**config.mk**
```make
export PLATFORM = sky130hd
export DESIGN_NAME = seq_div9
export DESIGN_NICKNAME = d
export VERILOG_FILES = /design/src/rtl/seq_div9.sv
export SDC_FILE = /design/constraint.sdc
export NUM_CORES = 1
export LEC_CHECK = 0
export CAP_MARGIN = 5
export CORE_MARGIN = 2
export CORE_UTILIZATION = 35
export CTS_BUF_LIST = sky130_fd_sc_hd__clkbuf_16
export CTS_CLUSTER_SIZE = 12
export DETAILED_ROUTE_END_ITERATION = 12
export GPL_TIMING_DRIVEN = 0
export PLACE_DENSITY = 0.56
export SYNTH_ARGS = -nofsm -noshare
export SYNTH_HDL_FRONTEND = slang
export SYNTH_SLANG_ARGS = --single-unit
```
**constraint.sdc**
```tcl
create_clock -name clk -period 5.21 [get_ports clk]
set_input_delay 1.042 -clock clk [delete_from_list [all_inputs] [get_ports clk]]
set_output_delay 1.042 -clock clk [all_outputs]
set_load 0.02 [all_outputs]
```
**src/rtl/seq_div9.sv**
```systemverilog
// seq_div9: multi-cycle restoring divider, MSB-first, one quotient bit per clock.
// Valid/ready handshakes on both sides; a zero divisor short-circuits to DONE.
module seq_div9 #(
   parameter int WIDTH = 9,
   parameter int DIVW  = 8
) (
   input  logic             clk,
   input  logic             rst,
   input  logic             in_valid,
   output logic             in_ready,
   input  logic [WIDTH-1:0] dividend,
   input  logic [DIVW-1:0]  divisor,
   output logic             out_valid,
   input  logic             out_ready,
   output logic [WIDTH-1:0] quotient,
   output logic [DIVW-1:0]  remainder,
   output logic             div_by_zero
);

   localparam int CW = $clog2(WIDTH + 1);

   typedef enum logic [1:0] {IDLE, CALC, DONE} state_e;

   state_e           state_q, state_d;
   logic [CW-1:0]    cnt_q, cnt_d;
   logic [DIVW-1:0]  prem_q, prem_d;
   logic [WIDTH-1:0] dvd_q, dvd_d;
   logic [DIVW-1:0]  dvs_q, dvs_d;
   logic [WIDTH-1:0] quot_q, quot_d;
   logic [DIVW-1:0]  rem_q, rem_d;
   logic             dbz_q, dbz_d;
   logic             in_ready_q, in_ready_d;
   logic             out_valid_q, out_valid_d;

   // Partial remainder after the shift needs DIVW+1 bits; the restored
   // value is always below the divisor, so only DIVW bits are stored.
   logic [DIVW:0]    shifted, trial;
   logic             fits, last;

   always_comb begin
      shifted = {prem_q, dvd_q[WIDTH-1]};
      trial   = shifted - {1'b0, dvs_q};
      fits    = shifted >= {1'b0, dvs_q};
      last    = cnt_q == CW'(WIDTH - 1);
   end

   always_ff @(posedge clk) begin
      if (rst) state_q <= IDLE;
      else     state_q <= state_d;
   end

   always_comb begin
      state_d = state_q;
      unique case (state_q)
         IDLE: if (in_valid) state_d = (divisor == '0) ? DONE : CALC;
         CALC: if (last)     state_d = DONE;
         DONE: if (out_ready) state_d = IDLE;
         default: state_d = IDLE;
      endcase
   end

   always_comb begin
      cnt_d  = cnt_q;
      prem_d = prem_q;
      dvd_d  = dvd_q;
      dvs_d  = dvs_q;
      if (state_q == IDLE && in_valid) begin
         cnt_d  = '0;
         prem_d = '0;
         dvd_d  = dividend;
         dvs_d  = divisor;
      end else if (state_q == CALC) begin
         cnt_d  = cnt_q + 1'b1;
         prem_d = fits ? trial[DIVW-1:0] : shifted[DIVW-1:0];
         dvd_d  = {dvd_q[WIDTH-2:0], fits};
      end
   end

   always_comb begin
      quot_d      = quot_q;
      rem_d       = rem_q;
      dbz_d       = dbz_q;
      in_ready_d  = state_d == IDLE;
      out_valid_d = state_d == DONE;
      if (state_q == IDLE && in_valid) begin
         if (divisor == '0) begin
            quot_d = '1;
            rem_d  = DIVW'(dividend);
            dbz_d  = 1'b1;
         end else begin
            dbz_d  = 1'b0;
         end
      end else if (state_q == CALC && last) begin
         quot_d = {dvd_q[WIDTH-2:0], fits};
         rem_d  = fits ? trial[DIVW-1:0] : shifted[DIVW-1:0];
         dbz_d  = 1'b0;
      end
   end

   always_ff @(posedge clk) begin
      if (rst) begin
         cnt_q       <= '0;
         prem_q      <= '0;
         dvd_q       <= '0;
         dvs_q       <= '0;
         quot_q      <= '0;
         rem_q       <= '0;
         dbz_q       <= 1'b0;
         in_ready_q  <= 1'b1;
         out_valid_q <= 1'b0;
      end else begin
         cnt_q       <= cnt_d;
         prem_q      <= prem_d;
         dvd_q       <= dvd_d;
         dvs_q       <= dvs_d;
         quot_q      <= quot_d;
         rem_q       <= rem_d;
         dbz_q       <= dbz_d;
         in_ready_q  <= in_ready_d;
         out_valid_q <= out_valid_d;
      end
   end

   assign in_ready    = in_ready_q;
   assign out_valid   = out_valid_q;
   assign quotient    = quot_q;
   assign remainder   = rem_q;
   assign div_by_zero = dbz_q;

endmodule

```
==> impl_results.md, run 1 <==
- Rows: 31
- Post-route design area: 3220 µm²
- Main flop type after synthesis: dfxtp_1
- Most common cell after layout, fill and taps aside: dfxtp_1
- Core Area: 7140 µm²
- Clock latency on the worst-skew pair: 0.29 ns
- Max-cap violations: 0
- WP depth: 8
- Root Driver: clkbuf_16
- Tot GR Track Use: 0.179
- Synth cell types: 45
- Setup crit end kind: register
- CP Class: in2reg
- Kind of start point of the critical path: input port
- CTS resizes: 0
- Worst setup path start: divisor[3]
- Fin. Hold Viols: 0
- Die Ht: about 90 µm
- Worst path required time: between 5 and 6 ns
- PortBufs: 39
- Fmax: 0.356 GHz
- Post-layout power: 1.01 mW
- Syn. warnings: 0
- Vias in the first global route: 2228
- Commonest cells after routing, fill and taps aside: dfxtp_1, nand2_1, clkdlybuf4s50_1
- Crit path max-delay family: simple AND/OR/NAND/NOR gates
- Layout cells sized above 1: 0.0577
- Worst-path clk slew: 0.07 ns
- Full die area: 7940 µm²
- Clock Sinks: 51
- Setup TNS: 0 ns
- Die width: 89.1 µm
- PwrDens: 314 nW/µm²
- Critical Path Sink: remainder[1]$_SDFFE_PP0P_
- Pins over their slew limit: 0
- Slowest Stage Delay on Critical Path: about 0.65 ns
- Clock skew: between 0.006 and 0.007 ns
- Unrepaired setup endpoints after global routing: false
- Area of placed instances: 3050 µm²
- Total iterations of the first detailed-routing run: 4
- Max IR drop VDD: 0.000148 V
- CP cell instances: clkdlybuf4s50_1 -> or4_1 -> nor3_4 -> nor2_1 -> buf_6 -> nor3_1 -> a31oi_1 -> o31ai_1
- CTS tree: built
- Inserted Diodes: 0
- Minimum clock period: 2.81 ns
- Crit Path Max Fanout: 10
- Final core occ: 0.451
- # IOs: 41
- CTS max path bufs: 2
- Asr flop ratio synth: 0
- WL per Instance: 14.5 µm
- Leakage: 1.20 nW
- TritonCTS buffer count: 5
- Worst Path Buf+Inv: 2
- Iter 0 DRT Violations: between 100 and 150
- Reg2reg path depth: 8
- Largest net degree at the start of global routing: 17
- Cell area after synthesis: 2530 µm²
- Worst hold margin: 0.452 ns
- Reg2Reg Setup Slack: 2.62 ns
- Drt total wl: 6730 µm
- Post-CTS setup buffer count: 0
- Hold crit path type: reg2reg
- Syn_nets: 349
- Post-Syn Instances: between 300 and 400
- Layout Nets: 395
- Via count: 2391
- Initial Util: 0.355
- Post-cts hold buffer count: 0
- Crit Reg-Reg Startpoint: dvs_q[6]$_SDFFE_PP0P_
- Post-synthesis register bit count: 51
- Crit share post-route: 0.539
- Status: completed
- WP data arrival: 3.01 ns
- Area added between synthesis and finish: 26.9%
- Seq/Total Area, Yosys: 0.403
- DRC: 0
- Drt via density: 5.16
- Post-DP HPWL: 5090 µm
- Initial antenna violation count: 0
- CP max-delay cell: or4_1
- Max-slew headroom at the worst pin: 0.428
- First-pass GRT wire length: 11000 µm
- Number of synthesized flops with an enable pin: 0
- Synthesized area per cell: 8.00 µm²
- Post-DRT Antenna Nets: 0
- Max H-tree Level: 2
- R2R Path End: prem_q[1]$_SDFFE_PP0P_
- Slew at the pin closest to its max-slew limit: around 0.85 ns
- Setup Viol. Count Final: 0
- GPL Wtd Cong: 0.841
- GRT overflow: 0
## worst min path at each step
stage,start,to,cells after the start
after floorplan,dvs_q[2]$_SDFFE_PP0P_,dvs_q[2]$_SDFFE_PP0P_,2
after global placement,dvs_q[7]$_SDFFE_PP0P_,dvs_q[7]$_SDFFE_PP0P_,2
after detailed placement,dvs_q[7]$_SDFFE_PP0P_,dvs_q[7]$_SDFFE_PP0P_,2
after CTS,dvs_q[7]$_SDFFE_PP0P_,dvs_q[7]$_SDFFE_PP0P_,2
after global routing,dvs_q[4]$_SDFFE_PP0P_,dvs_q[4]$_SDFFE_PP0P_,2
final,dvs_q[4]$_SDFFE_PP0P_,dvs_q[4]$_SDFFE_PP0P_,2
## cell families (layout without fill, tap and decap cells)
logic type / count (synthesis) / in the layout / share of synthesized area
AND/OR/NAND/NOR: 138 / 138 / 0.259
AO/OA/AOI/OAI: 76 / 76 / 0.200
flip-flops: 51 / 51 / 0.403
buffers and inverters: 35 / 82 / 0.0597
adder cells (fa/ha/maj): 11 / 11 / 0.0573
XOR/XNOR: 6 / 6 / 0.0207
## power by group
group	internal, mW	switching (mW)
logic	0.0827	0.130
clock network	0.227	0.151
registers	0.408	0.0137
total	0.717	0.294
## metal layers
metal,vias to the layer above,GRT usage,share of wire
met1,1114,0.263,0.51
met2,46,0.259,0.43
met5,-,0,0
met3,10,0.0434,0.043
li1,1221,-,-
met4,0,0.0556,0.017
## Yosys cell counts, types with 6 or more instances
master    number  area [µm²]
clkbuf_1      12        45.0
o21ai_0       21         105
nor3_1        26         130
inv_1         16        60.1
nand2_1       46         173
a21oi_1       20         100
a311oi_1      10        87.6
ha_1          10         125
nand3_1        6        30.0
a31oi_1        8        50.1
nor2_1        34         128
dfxtp_1       51        1020
## cell type report
| class | instances | area, µm² |
|---|---|---|
| Clock inverter | 3 | 43.8 |
| Inverter | 16 | 60.1 |
| Clock buffer | 5 | 125 |
| Tap cell | 99 | 124 |
| Buffer | 19 | 91.3 |
| Multi-Input combinational cell | 231 | 1360 |
| Timing Repair Buffer | 39 | 390 |
| Sequential cell | 51 | 1020 |
| Fill cell | 743 | 3920 |
## worst reg2reg max path, stage by stage (launching register included)
cell     delay (ns)
dfxtp_1        0.33
inv_1          0.05
ha_1           0.32
a21oi_1        0.22
nor2b_1        0.08
nor3_1         0.66
nand2_1        0.30
o21ai_0        0.35
o21ai_0        0.15
## flip-flops by register name, indices dropped and copies added (netlist names)
signal,cells
quotient,9
prem_q,8
in_ready,1
out_valid,1
state_q,2
dvs_q,8
cnt_q,4
div_by_zero,1
dvd_q,9
remainder,8
## through the flow
| stage | worst slack [ns] | cells |
|---|---|---|
| floorplan | 2.74 | 317 |
| global placement | 2.12 | 455 |
| detailed placement | 2.10 | 455 |
| CTS | 2.39 | 463 |
| global route | 2.26 | 463 |
| finish | 2.40 | 463 |
Note: power is estimated with default switching activity, not from simulation.
==> run 2: changes to the inputs <==
Settings changed: PLACE_DENSITY 0.56 to 0.58.
Clock period 5.21 ns to 2.4 ns, I/O delays scaled along.
==> run 2 against run 1 <==
  * Setup slack lost 2.2 ns
  * First-iteration DRC count grew 22%
  * Clock power grew 120%
  * Total power grew 120%
  * Critical path depth is the same
  * Cell area grew 0.47%
  * Sequential cell count is the same
  * Combinational power grew 130%
  * Core utilization grew 0.21 points
  * Wire length grew 0.58%
  * Largest cell class unchanged
==> impl_results.md, run 2 (synthesis gave the netlist of run 1 again) <==
- Status: completed
- DP Worst Slack: -0.0962 ns (-2.19 ns)
- Max IR drop VDD: 0.000318 V (+120%)
- Crit Reg-Reg Startpoint: dvs_q[4]$_SDFFE_PP0P_
- Hold path depth: 2 (unchanged)
- Setup Viol. Count Final: 0 (unchanged)
- Inserted Diodes: 0 (unchanged)
- First-pass GRT wire length: 11300 µm (+2.1%)
- Power share of the clock group: 0.375 (+0.002)
- PwrDens: 689 nW/µm² (+120%)
- Layout Nets: 395 (unchanged)
- Area of placed instances: 3050 µm² (unchanged)
- Post-route design area: 3230 µm² (+0.47%)
- CTS tree: built
- Iter 0 DRT Violations: 131 (+22%)
- Crit Path Max Fanout: 7 (-3)
- Setup crit end kind: register
- Net switching power: 0.659 mW (+120%)
- Leakage: 1.20 nW (+0.23%)
- Logic pwr share: 0.214 (+0.004)
- Drt total wl: 6770 µm (+0.58%)
- Max H-tree Level: 2 (unchanged)
- Post-DRT Antenna Nets: 0 (unchanged)
- Clock skew: 0.00656 ns (+0.000186 ns)
- Die width: 89.1 µm (unchanged)
- Int Power: 1.57 mW (+120%)
- Clock Sinks: 51 (unchanged)
- Root Driver: clkbuf_16
- Full die area: 7940 µm² (unchanged)
- Rows: 31 (unchanged)
- CTS max path bufs: 2 (unchanged)
- PortBufs: 39 (unchanged)
- Max-slew headroom at the worst pin: 0.571 (+0.143)
- Post-CTS setup buffer count: 0 (unchanged)
- Post-DP HPWL: 5060 µm (-0.47%)
- Area added between synthesis and finish: 27.5%
- WL per Instance: 14.6 µm (+0.58%)
- Worst path required time: 2.60 ns (-2.82 ns)
- GPL Wtd Cong: 0.857 (+1.8%)
- Sw Ratio: 0.296 (+0.00496)
- Part of the power in registers: 0.411 (-0.006)
- Crit share post-route: 0.932
- Via count: 2391 (unchanged)
- Fmax: 0.447 GHz
- CP max-delay cell: a2111oi_2
- Reg2reg path depth: 8 (unchanged)
- DRC: 0 (unchanged)
- CP cell instances: inv_1 -> ha_1 -> a21o_1 -> a31o_1 -> o221a_2 -> nor2_4 -> a21oi_1 -> a2111oi_2
- R2R Path End: remainder[5]$_SDFFE_PP0P_
- CP Class: reg2reg
- Tot GR Track Use: 0.185 (+0.00503)
- Fin. Hold Viols: 0 (unchanged)
- Hold_sp: dvs_q[5]$_SDFFE_PP0P_
- Most common cell after layout, fill and taps aside: dfxtp_1
- Worst setup path start: dvs_q[4]$_SDFFE_PP0P_
- Post-cts hold buffer count: 0 (unchanged)
- Max-cap violations: 0 (unchanged)
- Clock latency on the worst-skew pair: 0.29 ns (about the same)
- CTS resizes: 2 (+2)
- Reg2Reg Setup Slack: 0.16 ns (-2.46 ns)
- WP data arrival: 2.43 ns (-0.58 ns)
- Largest net degree at the start of global routing: 18 (+1)
- Total iterations of the first detailed-routing run: 4 (unchanged)
- TritonCTS buffer count: 5 (unchanged)
- Initial antenna violation count: 0 (unchanged)
- Pins over their slew limit: 0 (unchanged)
- Unrepaired setup endpoints after global routing: false
- Drt via density: 5.16 (unchanged)
- Slew at the pin closest to its max-slew limit: 0.641 ns (-0.210 ns)
- Vias in the first global route: 2310 (+3.7%)
- Core Area: 7140 µm² (unchanged)
- # IOs: 41 (unchanged)
- Layout cells sized above 1: 0.0632 (+0.00549)
- Initial Util: 0.355 (unchanged)
- GRT overflow: 0 (unchanged)
- Commonest cells after routing, fill and taps aside: dfxtp_1, nand2_1, clkdlybuf4s50_1
- Fin worst setup slack: 0.163 ns (-2.24 ns)
- Slowest Stage Delay on Critical Path: 0.35 ns (-0.30 ns)
- Die Ht: 89.1 µm (unchanged)
- Minimum clock period: 2.24 ns
- Hold crit path type: reg2reg
- Worst-path clk slew: 0.07 ns (about the same)
- Critical Path Sink: remainder[5]$_SDFFE_PP0P_
- Kind of start point of the critical path: register
run 2: power by group through the flow:
stage | combinational, mW | clock [mW] | sequential [mW]
2_1_floorplan | 0.323 | 0 | 0.928
3_3_place_gp | 0.454 | 0 | 0.934
3_5_place_dp | 0.460 | 0 | 0.934
4_1_cts | 0.468 | 0.846 | 0.915
5_1_grt | 0.533 | 0.904 | 0.921
6_report | 0.478 | 0.834 | 0.915
run 2: layer usage:
metal,routed length [µm],GRT usage,up-vias,share of wire
li1,-,-,1210,-
met1,3550,0.272,1129,0.52
met2,2880,0.268,42,0.43
met3,175,0.0342,10,0.026
met4,165,0.0651,0,0.024
met5,0,0,-,0
run 2: worst min path at each step:
stage / slack (ns) / endpoint
2_1_floorplan: 0.44 / dvs_q[2]$_SDFFE_PP0P_
4_1_cts: 0.46 / dvs_q[4]$_SDFFE_PP0P_
6_report: 0.46 / dvs_q[5]$_SDFFE_PP0P_
5_1_grt: 0.48 / dvs_q[6]$_SDFFE_PP0P_
3_5_place_dp: 0.45 / dvs_q[4]$_SDFFE_PP0P_
3_3_place_gp: 0.45 / dvs_q[7]$_SDFFE_PP0P_
run 2: cell type report:
class / instances / area, µm²
buffer: 19 / 91.3
clock buffer: 5 / 125
clock inverter: 3 / 47.5
fill: 766 / 3900
inverter: 16 / 60.1
multi-input combinational: 231 / 1370
sequential: 51 / 1020
tap: 99 / 124
timing repair buffer: 39 / 390
run 2: per-stage QoR:
| step | utilization | TNS [ns] | power (mW) | hold WS [ns] | instances |
|---|---|---|---|---|---|
| finish | 0.453 | 0 | 2.23 | 0.458 | 463 |
| global route | 0.453 | 0 | 2.36 | 0.477 | 463 |
| CTS | 0.453 | 0 | 2.23 | 0.458 | 463 |
| detailed placement | 0.427 | -0.552 | 1.39 | 0.448 | 455 |
| global placement | 0.427 | -0.518 | 1.39 | 0.448 | 455 |
| floorplan | - | 0 | 1.25 | 0.436 | 317 |
run 2: critical path: cells and delay by family, from the launching register on:
family / cells / cell delay [ns]
compound gates: 5 / 1.23
flops: 1 / 0.33
fa+ha+maj: 1 / 0.32
simple gates: 1 / 0.22
buf+inv: 1 / 0.04
==> run 3: changes to the inputs <==
Settings changed: SKIP_CTS_REPAIR_TIMING set to 1.
==> run 3 against run 2 <==
  * Core utilization unchanged
  * Sequential share of layout area unchanged
  * First-iteration DRC count increased by 9.2%
  * Critical path depth unchanged
  * Total power about the same
  * Register-to-register slack about the same
  * Wire length hardly changed
  * Clock-buffer cell count did not move
  * Via count is 0.59% higher
  * Clock power hardly changed
  * Final cell count did not move
  * Critical endpoint unchanged
  * Largest cell class unchanged
  * Largest power group unchanged
==> impl_results.md, run 3 (synthesis gave the netlist of run 1 again) <==
- CTS tree: built
- Kind of start point of the critical path: register
- Drt via density: 5.19 (+0.59%)
- Hold crit path type: reg2reg
- Worst-path clk slew: 0.07 ns (about the same)
- Clock Sinks: 51 (unchanged)
- Layout Nets: 395 (unchanged)
- Crit share post-route: 0.932 (about the same)
- Fin. Hold Viols: 0 (unchanged)
- Fillers: 766 (unchanged)
- WP data arrival: 2.43 ns (about the same)
- Drt total wl: 6770 µm (about the same)
- Area added between synthesis and finish: 27.5% (unchanged)
- WL per Instance: 14.6 µm (about the same)
- Slew at the pin closest to its max-slew limit: 0.646 ns (+0.00495 ns)
- Max-slew headroom at the worst pin: 0.568 (-0.00331)
- First-pass GRT wire length: 11200 µm (-0.49%)
- Via count: 2405 (+0.59%)
- Unrepaired setup endpoints after global routing: false
- Inserted Diodes: 0 (unchanged)
- Rows: 31 (unchanged)
- Setup Viol. Count Final: 0 (unchanged)
- Max H-tree Level: 2 (unchanged)
- TritonCTS buffer count: 5 (unchanged)
- Clock latency on the worst-skew pair: 0.29 ns (about the same)
- Die width: 89.1 µm (unchanged)
- Commonest cells after routing, fill and taps aside: dfxtp_1, nand2_1, clkdlybuf4s50_1
- # IOs: 41 (unchanged)
- Total iterations of the first detailed-routing run: 4 (unchanged)
- Max IR drop VDD: 0.000319 V (about the same)
- Initial Util: 0.355 (unchanged)
- CP Class: reg2reg
- Largest net degree at the start of global routing: 18 (unchanged)
- Post-DP HPWL: 5060 µm (unchanged)
- PwrDens: 689 nW/µm² (about the same)
- GPL Wtd Cong: 0.857 (unchanged)
- Crit Path Max Fanout: 7 (unchanged)
- Initial antenna violation count: 0 (unchanged)
- Clock skew: 0.00620 ns (-0.000367 ns)
- Tot GR Track Use: 0.183 (-0.00134)
- PortBufs: 39 (unchanged)
- GRT overflow: 0 (unchanged)
- DRC: 0 (unchanged)
- Status: completed
- Leakage: 1.20 nW (unchanged)
- Layout Cells excl Fill: 463 (unchanged)
- CTS max path bufs: 2 (unchanged)
- Minimum clock period: 2.24 ns (+0.000253 ns)
- Die Ht: 89.1 µm (unchanged)
- Full die area: 7940 µm² (unchanged)
- Setup crit end kind: register
- Seq. cell area: 1020 µm² (unchanged)
- Root Driver: clkbuf_16
- Vias in the first global route: 2303 (-0.30%)
- Post-DRT Antenna Nets: 0 (unchanged)
- Fmax: 0.447 GHz (about the same)
- Core Area: 7140 µm² (unchanged)
- Worst hold margin: 0.458 ns (+0.0000360 ns)
- Max-cap violations: 0 (unchanged)
- DP Cell Count: 455 (unchanged)
- Worst path required time: 2.60 ns (about the same)
- Most common cell after layout, fill and taps aside: dfxtp_1
- Pins over their slew limit: 0 (unchanged)
- Footprint of the multi-input gates: 1370 µm² (unchanged)
- Layout cells sized above 1: 0.0632 (unchanged)
- Iter 0 DRT Violations: 143 (+9.2%)
-- run 3: final cells by class --
type                            count  area share
Multi-Input combinational cell    231       0.425
Sequential cell                    51       0.316
Timing Repair Buffer               39       0.121
Clock buffer                        5      0.0387
Tap cell                           99      0.0383
Buffer                             19      0.0283
Inverter                           16      0.0186
Clock inverter                      3      0.0147
-- run 3: metrics by stage --
step | setup WS, ns | util | total power, mW | TNS, ns | area [µm²]
floorplan | 0.382 | - | 1.25 | 0 | 2530
global placement | -0.101 | 0.427 | 1.39 | -0.518 | 3050
detailed placement | -0.0962 | 0.427 | 1.39 | -0.552 | 3050
global route | 0.0224 | 0.453 | 2.35 | 0 | 3230
CTS | -0.0912 | 0.451 | 2.22 | -0.133 | 3220
finish | 0.163 | 0.453 | 2.23 | 0 | 3230
-- run 3: metal layers --
layer / vias to the layer above / track usage / part of all wire
met1: 1142 / 0.271 / 0.52
met3: 10 / 0.0342 / 0.026
met4: 0 / 0.0638 / 0.024
met5: - / 0 / 0
li1: 1211 / - / -
met2: 42 / 0.265 / 0.42
-- run 3: path summary, 6_finish.rpt --
kind,startpoint,end,slack [ns],depth (start not counted)
max,dvs_q[4]$_SDFFE_PP0P_,remainder[5]$_SDFFE_PP0P_,0.16,8
min,dvs_q[5]$_SDFFE_PP0P_,dvs_q[5]$_SDFFE_PP0P_,0.46,2
max reg2reg,dvs_q[4]$_SDFFE_PP0P_,remainder[5]$_SDFFE_PP0P_,0.16,8
min reg2reg,dvs_q[5]$_SDFFE_PP0P_,dvs_q[5]$_SDFFE_PP0P_,0.46,2
-- run 3: worst max-delay path, stage by stage, from the launching register on --
cell       delay (ns)
dfxtp_1          0.33
inv_1            0.04
ha_1             0.32
a21o_1           0.22
a31o_1           0.22
o221a_2          0.33
nor2_4           0.22
a21oi_1          0.11
a2111oi_2        0.35
-- run 3: power breakdown --
| group | internal [mW] | switching, mW | total (mW) |
|---|---|---|---|
| Combinational | 0.184 | 0.294 | 0.478 |
| Sequential | 0.885 | 0.0300 | 0.915 |
| Clock | 0.498 | 0.336 | 0.834 |
| Total | 1.57 | 0.660 | 2.23 |
